`src/rtl/alu_seq_pkg.sv`:
```
// Shared opcode, state and width constants for the sequential ALU.
// Stands in for the legacy alu_seq_defs.vh header; import with alu_seq_pkg::*.
package alu_seq_pkg;

  localparam int unsigned COND_W = 3;
  localparam int unsigned ST_W   = 2;

  localparam logic [COND_W-1:0] OP_ADD = 3'd0;
  localparam logic [COND_W-1:0] OP_SUB = 3'd1;
  localparam logic [COND_W-1:0] OP_EQ  = 3'd2;
  localparam logic [COND_W-1:0] OP_ONE = 3'd3;
  localparam logic [COND_W-1:0] OP_AND = 3'd4;
  localparam logic [COND_W-1:0] OP_OR  = 3'd5;
  localparam logic [COND_W-1:0] OP_XOR = 3'd6;
  localparam logic [COND_W-1:0] OP_MUL = 3'd7;

  localparam logic [ST_W-1:0] ST_IDLE = 2'd0;
  localparam logic [ST_W-1:0] ST_BUSY = 2'd1;
  localparam logic [ST_W-1:0] ST_DONE = 2'd2;

  typedef logic [COND_W-1:0] cond_t;

endpackage

```
`src/rtl/alu_seq_if.sv`:
```
// Operand/result handshake bundle for alu_seq.
// ZERO/NEG/OVF exist only when ALU_SEQ_FLAGS_EN is defined.
interface alu_seq_if #(
  parameter int unsigned WIDTH = 8
) ();
  import alu_seq_pkg::*;

  logic [WIDTH-1:0] A;
  logic [WIDTH-1:0] B;
  cond_t            COND;
  logic             IN_VALID;
  logic             IN_READY;
  logic [WIDTH-1:0] OUT;
  logic             CARRY;
  logic             OUT_VALID;
  logic             OUT_READY;
`ifdef ALU_SEQ_FLAGS_EN
  logic             ZERO;
  logic             NEG;
  logic             OVF;
`endif

  modport master (
    output A, B, COND, IN_VALID, OUT_READY,
    input  IN_READY, OUT, CARRY, OUT_VALID
`ifdef ALU_SEQ_FLAGS_EN
    , input ZERO, NEG, OVF
`endif
  );

  modport slave (
    input  A, B, COND, IN_VALID, OUT_READY,
    output IN_READY, OUT, CARRY, OUT_VALID
`ifdef ALU_SEQ_FLAGS_EN
    , output ZERO, NEG, OVF
`endif
  );

endinterface

```
`src/rtl/alu_seq_mul.sv`:
```
// WIDTH-cycle shift-add multiplier, one multiplier bit per clock.
// done_c_o/product_c_o flag and carry the final step so the caller can load on that same edge.
module alu_seq_mul #(
  parameter int unsigned WIDTH = 8
) (
  input  logic               CLK,
  input  logic               RST,
  input  logic               start_i,
  input  logic [WIDTH-1:0]   a_i,
  input  logic [WIDTH-1:0]   b_i,
  output logic               done_c_o,
  output logic [2*WIDTH-1:0] product_c_o
);

  localparam int unsigned PW    = 2 * WIDTH;
  localparam int unsigned CNT_W = (WIDTH > 2) ? $clog2(WIDTH) : 1;

  logic [PW-1:0]    mcand_q, mcand_d;
  logic [WIDTH-1:0] mplier_q, mplier_d;
  logic [PW-1:0]    prod_q, prod_d;
  logic [CNT_W-1:0] cnt_q, cnt_d;
  logic             busy_q, busy_d;
  logic [PW-1:0]    step_c;
  logic             last_c;

  assign last_c      = busy_q && (cnt_q == CNT_W'(WIDTH - 1));
  assign step_c      = prod_q + (mplier_q[0] ? mcand_q : '0);
  assign done_c_o    = last_c;
  assign product_c_o = step_c;

  // A new start always wins, even on the cycle the previous product completes.
  always_comb begin
    mcand_d  = mcand_q;
    mplier_d = mplier_q;
    prod_d   = prod_q;
    cnt_d    = cnt_q;
    busy_d   = busy_q;
    if (start_i) begin
      mcand_d  = PW'(a_i);
      mplier_d = b_i;
      prod_d   = '0;
      cnt_d    = '0;
      busy_d   = 1'b1;
    end else if (busy_q) begin
      mcand_d  = mcand_q << 1;
      mplier_d = mplier_q >> 1;
      prod_d   = step_c;
      cnt_d    = last_c ? '0 : cnt_q + CNT_W'(1);
      busy_d   = !last_c;
    end
  end

  always_ff @(posedge CLK or posedge RST) begin
    if (RST) begin
      mcand_q  <= '0;
      mplier_q <= '0;
      prod_q   <= '0;
      cnt_q    <= '0;
      busy_q   <= 1'b0;
    end else begin
      mcand_q  <= mcand_d;
      mplier_q <= mplier_d;
      prod_q   <= prod_d;
      cnt_q    <= cnt_d;
      busy_q   <= busy_d;
    end
  end

endmodule

```
`src/rtl/alu_seq.sv`:
```
// Registered WIDTH-bit ALU with valid/ready on both sides; MUL runs on alu_seq_mul.
// Define ALU_SEQ_FLAGS_EN to add registered ZERO/NEG/OVF result flags.
module alu_seq
  import alu_seq_pkg::*;
#(
  parameter int unsigned WIDTH = 8
) (
  input logic      CLK,
  input logic      RST,
  alu_seq_if.slave bus
);

  localparam int unsigned PW = 2 * WIDTH;

  logic [ST_W-1:0]  state_q, state_d;
  logic [WIDTH-1:0] out_q, out_d;
  logic             carry_q, carry_d;
  logic             valid_q, valid_d;

  logic             in_ready_c, accept_c, is_mul_c, mul_start_c, mul_done_c;
  logic [PW-1:0]    mul_prod_c;
  logic [WIDTH:0]   sum_c, diff_c;
  logic [WIDTH-1:0] op_out_c, ld_out_c;
  logic             op_carry_c, ld_carry_c, load_c;

`ifdef ALU_SEQ_FLAGS_EN
  logic zero_q, zero_d, neg_q, neg_d, ovf_q, ovf_d;
  logic op_ovf_c, ld_ovf_c;
`endif

  assign in_ready_c  = (state_q == ST_IDLE) || ((state_q == ST_DONE) && bus.OUT_READY);
  assign accept_c    = bus.IN_VALID && in_ready_c;
  assign is_mul_c    = (bus.COND == OP_MUL);
  assign mul_start_c = accept_c && is_mul_c;

  alu_seq_mul #(.WIDTH(WIDTH)) u_mul (
    .CLK         (CLK),
    .RST         (RST),
    .start_i     (mul_start_c),
    .a_i         (bus.A),
    .b_i         (bus.B),
    .done_c_o    (mul_done_c),
    .product_c_o (mul_prod_c)
  );

  // Single-cycle datapath; borrow is the top bit of the widened difference.
  always_comb begin
    sum_c      = (WIDTH+1)'(bus.A) + (WIDTH+1)'(bus.B);
    diff_c     = (WIDTH+1)'(bus.A) - (WIDTH+1)'(bus.B);
    op_out_c   = '0;
    op_carry_c = 1'b0;
    case (bus.COND)
      OP_ADD:  {op_carry_c, op_out_c} = sum_c;
      OP_SUB:  {op_carry_c, op_out_c} = diff_c;
      OP_EQ:   op_out_c = WIDTH'(bus.A == bus.B);
      OP_ONE:  op_out_c = WIDTH'((bus.A == WIDTH'(1)) || (bus.B == WIDTH'(1)));
      OP_AND:  op_out_c = bus.A & bus.B;
      OP_OR:   op_out_c = bus.A | bus.B;
      OP_XOR:  op_out_c = bus.A ^ bus.B;
      default: op_out_c = '0;
    endcase
  end

`ifdef ALU_SEQ_FLAGS_EN
  always_comb begin
    op_ovf_c = 1'b0;
    if (bus.COND == OP_ADD)
      op_ovf_c = (bus.A[WIDTH-1] == bus.B[WIDTH-1]) && (sum_c[WIDTH-1] != bus.A[WIDTH-1]);
    else if (bus.COND == OP_SUB)
      op_ovf_c = (bus.A[WIDTH-1] != bus.B[WIDTH-1]) && (diff_c[WIDTH-1] != bus.A[WIDTH-1]);
  end
`endif

  // Next state and result load; a consume edge in DONE may accept the next op directly.
  always_comb begin
    state_d    = state_q;
    load_c     = 1'b0;
    ld_out_c   = op_out_c;
    ld_carry_c = op_carry_c;
`ifdef ALU_SEQ_FLAGS_EN
    ld_ovf_c   = op_ovf_c;
`endif
    case (state_q)
      ST_IDLE: begin
        if (accept_c) begin
          state_d = is_mul_c ? ST_BUSY : ST_DONE;
          load_c  = !is_mul_c;
        end
      end
      ST_BUSY: begin
        if (mul_done_c) begin
          state_d    = ST_DONE;
          load_c     = 1'b1;
          ld_out_c   = mul_prod_c[WIDTH-1:0];
          ld_carry_c = |mul_prod_c[PW-1:WIDTH];
`ifdef ALU_SEQ_FLAGS_EN
          ld_ovf_c   = 1'b0;
`endif
        end
      end
      ST_DONE: begin
        if (accept_c) begin
          state_d = is_mul_c ? ST_BUSY : ST_DONE;
          load_c  = !is_mul_c;
        end else if (bus.OUT_READY) begin
          state_d = ST_IDLE;
        end
      end
      default: state_d = ST_IDLE;
    endcase

    valid_d = (state_d == ST_DONE);
    out_d   = out_q;
    carry_d = carry_q;
`ifdef ALU_SEQ_FLAGS_EN
    zero_d  = zero_q;
    neg_d   = neg_q;
    ovf_d   = ovf_q;
`endif
    if (load_c) begin
      out_d   = ld_out_c;
      carry_d = ld_carry_c;
`ifdef ALU_SEQ_FLAGS_EN
      zero_d  = (ld_out_c == '0);
      neg_d   = ld_out_c[WIDTH-1];
      ovf_d   = ld_ovf_c;
`endif
    end
  end

  always_ff @(posedge CLK or posedge RST) begin
    if (RST) begin
      state_q <= ST_IDLE;
      out_q   <= '0;
      carry_q <= 1'b0;
      valid_q <= 1'b0;
`ifdef ALU_SEQ_FLAGS_EN
      zero_q  <= 1'b0;
      neg_q   <= 1'b0;
      ovf_q   <= 1'b0;
`endif
    end else begin
      state_q <= state_d;
      out_q   <= out_d;
      carry_q <= carry_d;
      valid_q <= valid_d;
`ifdef ALU_SEQ_FLAGS_EN
      zero_q  <= zero_d;
      neg_q   <= neg_d;
      ovf_q   <= ovf_d;
`endif
    end
  end

  assign bus.IN_READY  = in_ready_c;
  assign bus.OUT       = out_q;
  assign bus.CARRY     = carry_q;
  assign bus.OUT_VALID = valid_q;
`ifdef ALU_SEQ_FLAGS_EN
  assign bus.ZERO      = zero_q;
  assign bus.NEG       = neg_q;
  assign bus.OVF       = ovf_q;
`endif

endmodule

```
`src/flat_wrapper.sv`:
```
// flat-port wrapper written by rule: the top's interface ports become plain ports
module alu_seq_flat import alu_seq_pkg::*;
#(
  parameter int unsigned WIDTH = 8
)
  (CLK, RST, bus_A, bus_B, bus_COND, bus_IN_VALID, bus_OUT_READY, bus_IN_READY, bus_OUT, bus_CARRY, bus_OUT_VALID);
  alu_seq_if #(.WIDTH(WIDTH)) bus_i ();
  input logic CLK;
  input logic RST;
  input wire logic [$bits(bus_i.A)-1:0] bus_A;
  input wire logic [$bits(bus_i.B)-1:0] bus_B;
  input wire logic [$bits(bus_i.COND)-1:0] bus_COND;
  input wire logic [$bits(bus_i.IN_VALID)-1:0] bus_IN_VALID;
  input wire logic [$bits(bus_i.OUT_READY)-1:0] bus_OUT_READY;
  output wire logic [$bits(bus_i.IN_READY)-1:0] bus_IN_READY;
  output wire logic [$bits(bus_i.OUT)-1:0] bus_OUT;
  output wire logic [$bits(bus_i.CARRY)-1:0] bus_CARRY;
  output wire logic [$bits(bus_i.OUT_VALID)-1:0] bus_OUT_VALID;
  assign bus_i.A = bus_A;
  assign bus_i.B = bus_B;
  assign bus_i.COND = bus_COND;
  assign bus_i.IN_VALID = bus_IN_VALID;
  assign bus_i.OUT_READY = bus_OUT_READY;
  assign bus_IN_READY = bus_i.IN_READY;
  assign bus_OUT = bus_i.OUT;
  assign bus_CARRY = bus_i.CARRY;
  assign bus_OUT_VALID = bus_i.OUT_VALID;
  alu_seq #(.WIDTH(WIDTH)) u_core (.CLK(CLK), .RST(RST), .bus(bus_i));
endmodule
```
`config.mk`:
```
export PLATFORM = sky130hd
export DESIGN_NAME = alu_seq_flat
export DESIGN_NICKNAME = d
export VERILOG_FILES = /design/src/rtl/alu_seq_pkg.sv /design/src/rtl/alu_seq_if.sv /design/src/rtl/alu_seq_mul.sv /design/src/rtl/alu_seq.sv /design/src/flat_wrapper.sv
export SDC_FILE = /design/constraint.sdc
export NUM_CORES = 1
export LEC_CHECK = 0
export CAP_MARGIN = 5
export CORE_ASPECT_RATIO = 0.75
export CORE_MARGIN = 1
export CORE_UTILIZATION = 35
export CTS_CLUSTER_DIAMETER = 100
export DETAILED_ROUTE_END_ITERATION = 8
export SYNTH_ARGS = -nofsm -noshare
export SYNTH_HDL_FRONTEND = slang
export SYNTH_SLANG_ARGS = --single-unit
export TNS_END_PERCENT = 10
```
`constraint.sdc`:
```
create_clock -name CLK -period 2.93 [get_ports CLK]
set_input_delay 0.586 -clock CLK [delete_from_list [all_inputs] [get_ports CLK]]
set_output_delay 0.586 -clock CLK [all_outputs]
set_load 0.05 [all_outputs]
```
* After elaboration in Yosys (flattened, before gate mapping)
Cells that the tools add are included.
Cells by class: add/sub/neg operators 4, mux-type cells 27, bitwise operators 3, reductions and logical operators 13, equal/unequal tests 14
Operator list (number):
- $mux 16 | 5
- $pmux 8 s7 | 1
- $mux 8 | 4
- $add 16x16->16 | 1
- $eq 8x1->1 const B | 2
- $eq 3x3->1 const B | 5
- $mux 2 | 5
- $add 8x8->9 | 1
- $mux 3 | 3
- $sub 8x8->9 | 1
- $and 8x8->8 | 1
- $eq 8x8->1 | 1
- $or 8x8->8 | 1
- $reduce_or 8->1 | 1
- $xor 8x8->8 | 1
- $eq 3x2->1 const B | 2
- $mux 1 | 6
- $pmux 2 s3 | 1
- $eq 2x2->1 const B | 2
- $logic_and 1x1->1 | 4
- $pmux 1 s2 | 2
- $add 3x1->3 const B | 1
- $eq 3x1->1 const B | 1
- $logic_not 3->1 | 1
- 6 further kinds | 8
Storage, ports and cells: input bits 23, logic and storage cells 70, bits in registers 56, output and inout bits 11

* Logic depth before layout (Yosys ltp)
depth after elaboration 7, gate-level depth with buffers 12, mapped depth without buffers 11

* Hierarchy
A second synthesis with hierarchy kept.
Unflattened totals: cells, all modules 549, area total of the unflattened synthesis 4804.6 um2
By module, submodules not included:
- alu_seq_mul | instances 1, cells each 309, area each 2901.5 um2, seq. area each 1101.1 um2
- alu_seq | instances 1, cells each 240, area each 1903.1 um2, seq. area each 300.3 um2

* Least setup slack after synthesis
Ideal clock, no wire load.
kind reg-to-reg, start point register u_core.u_mul.mplier_q[0], end point register u_core.carry_q (netlist: u_core.bus.CARRY), cell stages (with the launch flop) 13, required time 2798 ps, buffers on the path 1, library setup time 132 ps, clock period less this slack 3022 ps, arrival time 2889 ps, slack -92 ps, cells stage by stage dfrtp_1 clkbuf_1 and2_1 ha_1 fa_1 a211oi_2 o21ai_1 a21o_1 a21oi_2 xnor2_1 or4_1 nor4_1 a31oi_1
Between the ends: word-level cells in the longest chain between the ends 5
Ends and longest elaborated chain:
- start, declared | RTL line alu_seq_mul.sv:19 | logic [WIDTH-1:0] mplier_q, mplier_d;
- start signal, assigned | RTL line alu_seq_mul.sv:62 | mplier_q <= mplier_d;
- $mux 16 | RTL line alu_seq_mul.sv:27 | assign step_c = prod_q + (mplier_q[0] ? mcand_q : '0);
- $add 16x16->16 | RTL line alu_seq_mul.sv:27
- $reduce_or 8->1 | RTL line alu_seq.sv:95 | ld_carry_c = |mul_prod_c[PW-1:WIDTH];
- $mux 1 | RTL line alu_seq.sv:91 | if (mul_done_c) begin
- $mux 1 | RTL line alu_seq.sv:83 | case (state_q)
- end signal, assigned | RTL line alu_seq.sv:145 | carry_q <= carry_d;
- end, declared | RTL line alu_seq.sv:17 | logic carry_q, carry_d;
No other way between the ends. A chain may end at the register's enable or synchronous reset.

* Final worst setup path
Ends and elaborated chain as after synthesis.

==> impl_metrics.json <==
{
  "antenna_found_initial": 0,
  "status": "complete, but fails checks",
  "synth-compound-area-share": 0.197,
  "hold_slack_ps": 525,
  "portBuffers": 33,
  "grt_usage": 0.199,
  "dieArea_mm2": 0.0126,
  "layout_setup_ws_ps": -2.00,
  "hpwl_um": 9230,
  "finalSetupViolCount": 1,
  "critPathMaxFanout": 11,
  "ir_worst_vdd_uv": 322,
  "worst_pin_slew_ps": 690,
  "place_congestion": 0.926,
  "synth.distinct_cells": 46,
  "wire_per_inst_um": 16.5,
  "cp_top_family": "simple AND/OR/NAND/NOR gates",
  "synth_fa_ha_area_frac": 0.137,
  "ys.flop_type": "dfrtp_1",
  "clock_latency_ps": 310,
  "maxSlewHeadroom": 0.540,
  "placedCellCount": 721,
  "cp.required_ps": 3110,
  "fillers": 1094,
  "clkTransAtPathRegs_ps": 80,
  "tritoncts": "yes",
  "io_pins": 34,
  "max_cap_violations": 0,
  "nNetsFinal": 637,
  "initial_core_util": 0.363,
  "ctsHtreeMaxLevel": 2,
  "cp_common_cell": "o21a_1",
  "async_flop_share": 1.00,
  "syn_inst": 482,
  "syn-num-nets": 550,
  "finalClockSkew_ps": 10.6,
  "start_kind": "flop",
  "row_count": 34,
  "hold_depth": 2,
  "drt_pass1_iterations": 5,
  "hold_violations": 0,
  "vias": 3831,
  "cts_sinks": 56,
  "rsz0062_at_grt": "yes",
  "arrival_ps": 3110,
  "synth_top_family_by_area": "compound AO/OA/AOI/OAI gates",
  "slew_viol_final": 0,
  "first_iter_violations": 308,
  "ys.warnings.count": 0,
  "ff2ff_path_depth": 11,
  "synth-seq-cells": 56,
  "yosysSeqAreaShare": 0.329,
  "area_growth_pct": 30.1,
  "synth-simple-area-share": 0.148,
  "period_share": 1.00,
  "drive_gt1_frac": 0.174,
  "r2r_end": "u_core.bus.CARRY",
  "cp-startpoint": "u_core.u_mul.mplier_q[0]",
  "clk_path_buf_depth": 2,
  "synth_edf_count": 0,
  "die_w_um": 129,
  "grt_pass1_vias": 3701,
  "grt_overflow": 0,
  "wl_um": 12100,
  "reg2reg_from": "u_core.u_mul.mplier_q[0]",
  "p_leak_nw": 2.62,
  "slowest_stage": "or4_4",
  "design.core.area_mm2": 0.0117,
  "syn_avg_cell_area_um2": 8.85,
  "setup.worst_path.class": "flop to flop",
  "drcViolationCount": 0,
  "max_freq_ghz": 0.341,
  "end_kind": "flop",
  "grt_first_pass_wirelength_um": 19400,
  "critical_path_buf_inv_count": 1,
  "layout_min_cycle_time_ps": 2930,
  "worstHoldEndpoint": "u_core.u_mul.mcand_q[15]",
  "layout.cells.non_filler": 732,
  "cts-root-buf": "clkbuf_16",
  "syn_area_mm2": 0.00426,
  "via_per_inst": 5.23,
  "crit_chain": "buf_4 -> and2_1 -> ha_1 -> o21a_1 -> o21a_1 -> a21o_1 -> a21oi_2 -> xnor2_1 -> or4_4 -> nor4_4 -> a31oi_1",
  "slowest_delay_ps": 530,
  "drtAntennaViolNets": 0,
  "violations": "setup timing",
  "power.density_mw_per_mm2": 774,
  "hp-class": "flop to flop",
  "grt_max_degree": 61,
  "hp-start": "u_core.u_mul.mcand_q[15]",
  "die_h_um": 97.6,
  "n_antenna_cell": 0,
  "reg2reg_slack_ps": -2,
  "muxShareOfSynthArea": 0.101,
  "synth-xor-area-share": 0.0411,
  "numCtsBuffers": 5
}
cells by family (layout without fill, tap and decap cells):
logic type,count (synthesis),after routing
compound gates,135,135
simple gates,131,131
flops,56,56
buf+inv,52,140
fa+ha+maj,45,45
mux,43,43
xor+xnor,20,20
repair_timing:
action,in CTS,in global routing
pin swaps,2,9
setup buffers,1,3
hold buffers,0,0
endpoints found under the setup margin,2,2
gates resized for setup,3,13
sequential cells by signal, indices dropped and copies added, names as in the netlist:
signal,count
u_core.u_mul.cnt_q,3
u_core.bus.CARRY,1
u_core.u_mul.mcand_q,16
u_core.u_mul.mplier_q,8
u_core.u_mul.prod_q,16
u_core.bus.OUT,8
u_core.u_mul.busy_q,1
u_core.bus.OUT_VALID,1
u_core.state_q,2
metrics by stage:
stage	util	power [W]	cell area [um2]	setup slack, ps	setup TNS [ps]
global route	0.473	0.00457	5550	-136	-180
CTS	0.466	0.00424	5470	-34.0	-34.0
floorplan	-	0.00260	4270	74.3	0
finish	0.473	0.00430	5550	-2.00	-2.00
global placement	0.446	0.00327	5240	-124	-311
detailed placement	0.446	0.00333	5240	-188	-480
worst register-to-register path: stages (launching register included):
cell and delay [ps]:
dfrtp_1 390, buf_4 170, and2_1 210, ha_1 300, o21a_1 210, o21a_1 180, a21o_1 180, a21oi_2 130
xnor2_1 100, or4_4 530, nor4_4 290, a31oi_1 110
power breakdown:
part / switching (W) / internal (W) / total, W
clock: 0.000312 / 0.000577 / 0.000889
sequential: 0.000216 / 0.00106 / 0.00128
combinational: 0.00114 / 0.000990 / 0.00213
total: 0.00167 / 0.00263 / 0.00430
metal layers:
layer,vias to the layer above,GRT usage,part of all wire
met3,10,0.0297,0.040
met5,-,0,0
met2,82,0.285,0.42
li1,1875,-,-
met4,0,0.0465,0.010
met1,1864,0.307,0.53
cells in the mapped netlist (6+ instances only):
cell | number | share of area
a211oi_1 | 12 | 0.021
a21o_1 | 10 | 0.018
a21oi_1 | 32 | 0.038
and2_1 | 15 | 0.022
buf_1 | 6 | 0.0053
clkbuf_1 | 17 | 0.015
dfrtp_1 | 56 | 0.33
ha_1 | 42 | 0.12
inv_1 | 29 | 0.026
mux2i_1 | 42 | 0.099
nand2_1 | 30 | 0.026
nand2b_1 | 8 | 0.012
nor2_1 | 44 | 0.039
o21ai_0 | 37 | 0.043
o21bai_1 | 10 | 0.018
o22ai_1 | 7 | 0.010
xnor2_1 | 13 | 0.027
xor2_1 | 7 | 0.014
worst max path at each step:
stage | end | slack (ps) | cells after the start
after CTS | u_core.bus.CARRY | -30 | 12
after global routing | u_core.bus.CARRY | -140 | 11
after detailed placement | u_core.bus.CARRY | -190 | 11
after global placement | u_core.bus.OUT[4] | -120 | 11
final | u_core.bus.CARRY | -2 | 11
after floorplan | u_core.bus.CARRY | 70 | 12
placed cells by master, fill, tap and decap left out, types with 7 or more instances in the layout:
cell type        netlist  routed
buf_4                  0      70
dfrtp_1               56      55
nor2_1                44      43
mux2i_1               42      42
ha_1                  42      38
o21ai_0               37      35
clkdlybuf4s50_1        0      32
a21oi_1               32      31
nand2_1               30      30
inv_1                 29      28
and2_1                15      15
xnor2_1               13      13
a211oi_1              12      12
a21o_1                10      10
o21bai_1              10      10
nand2b_1               8       8
o22ai_1                7       7
xor2_1                 7       7
cell type report:
class                   instances  area [um2]  area share
well taps                     162         203      0.0365
inverters                      29         109      0.0196
flip-flops and latches         56        1400       0.253
clock buffers                   5         125      0.0226
clock inverters                 3        90.1      0.0162
repair buffers                103         866       0.156
multi-input cells             374        2750       0.496
Power figures use the tool's default switching activity.
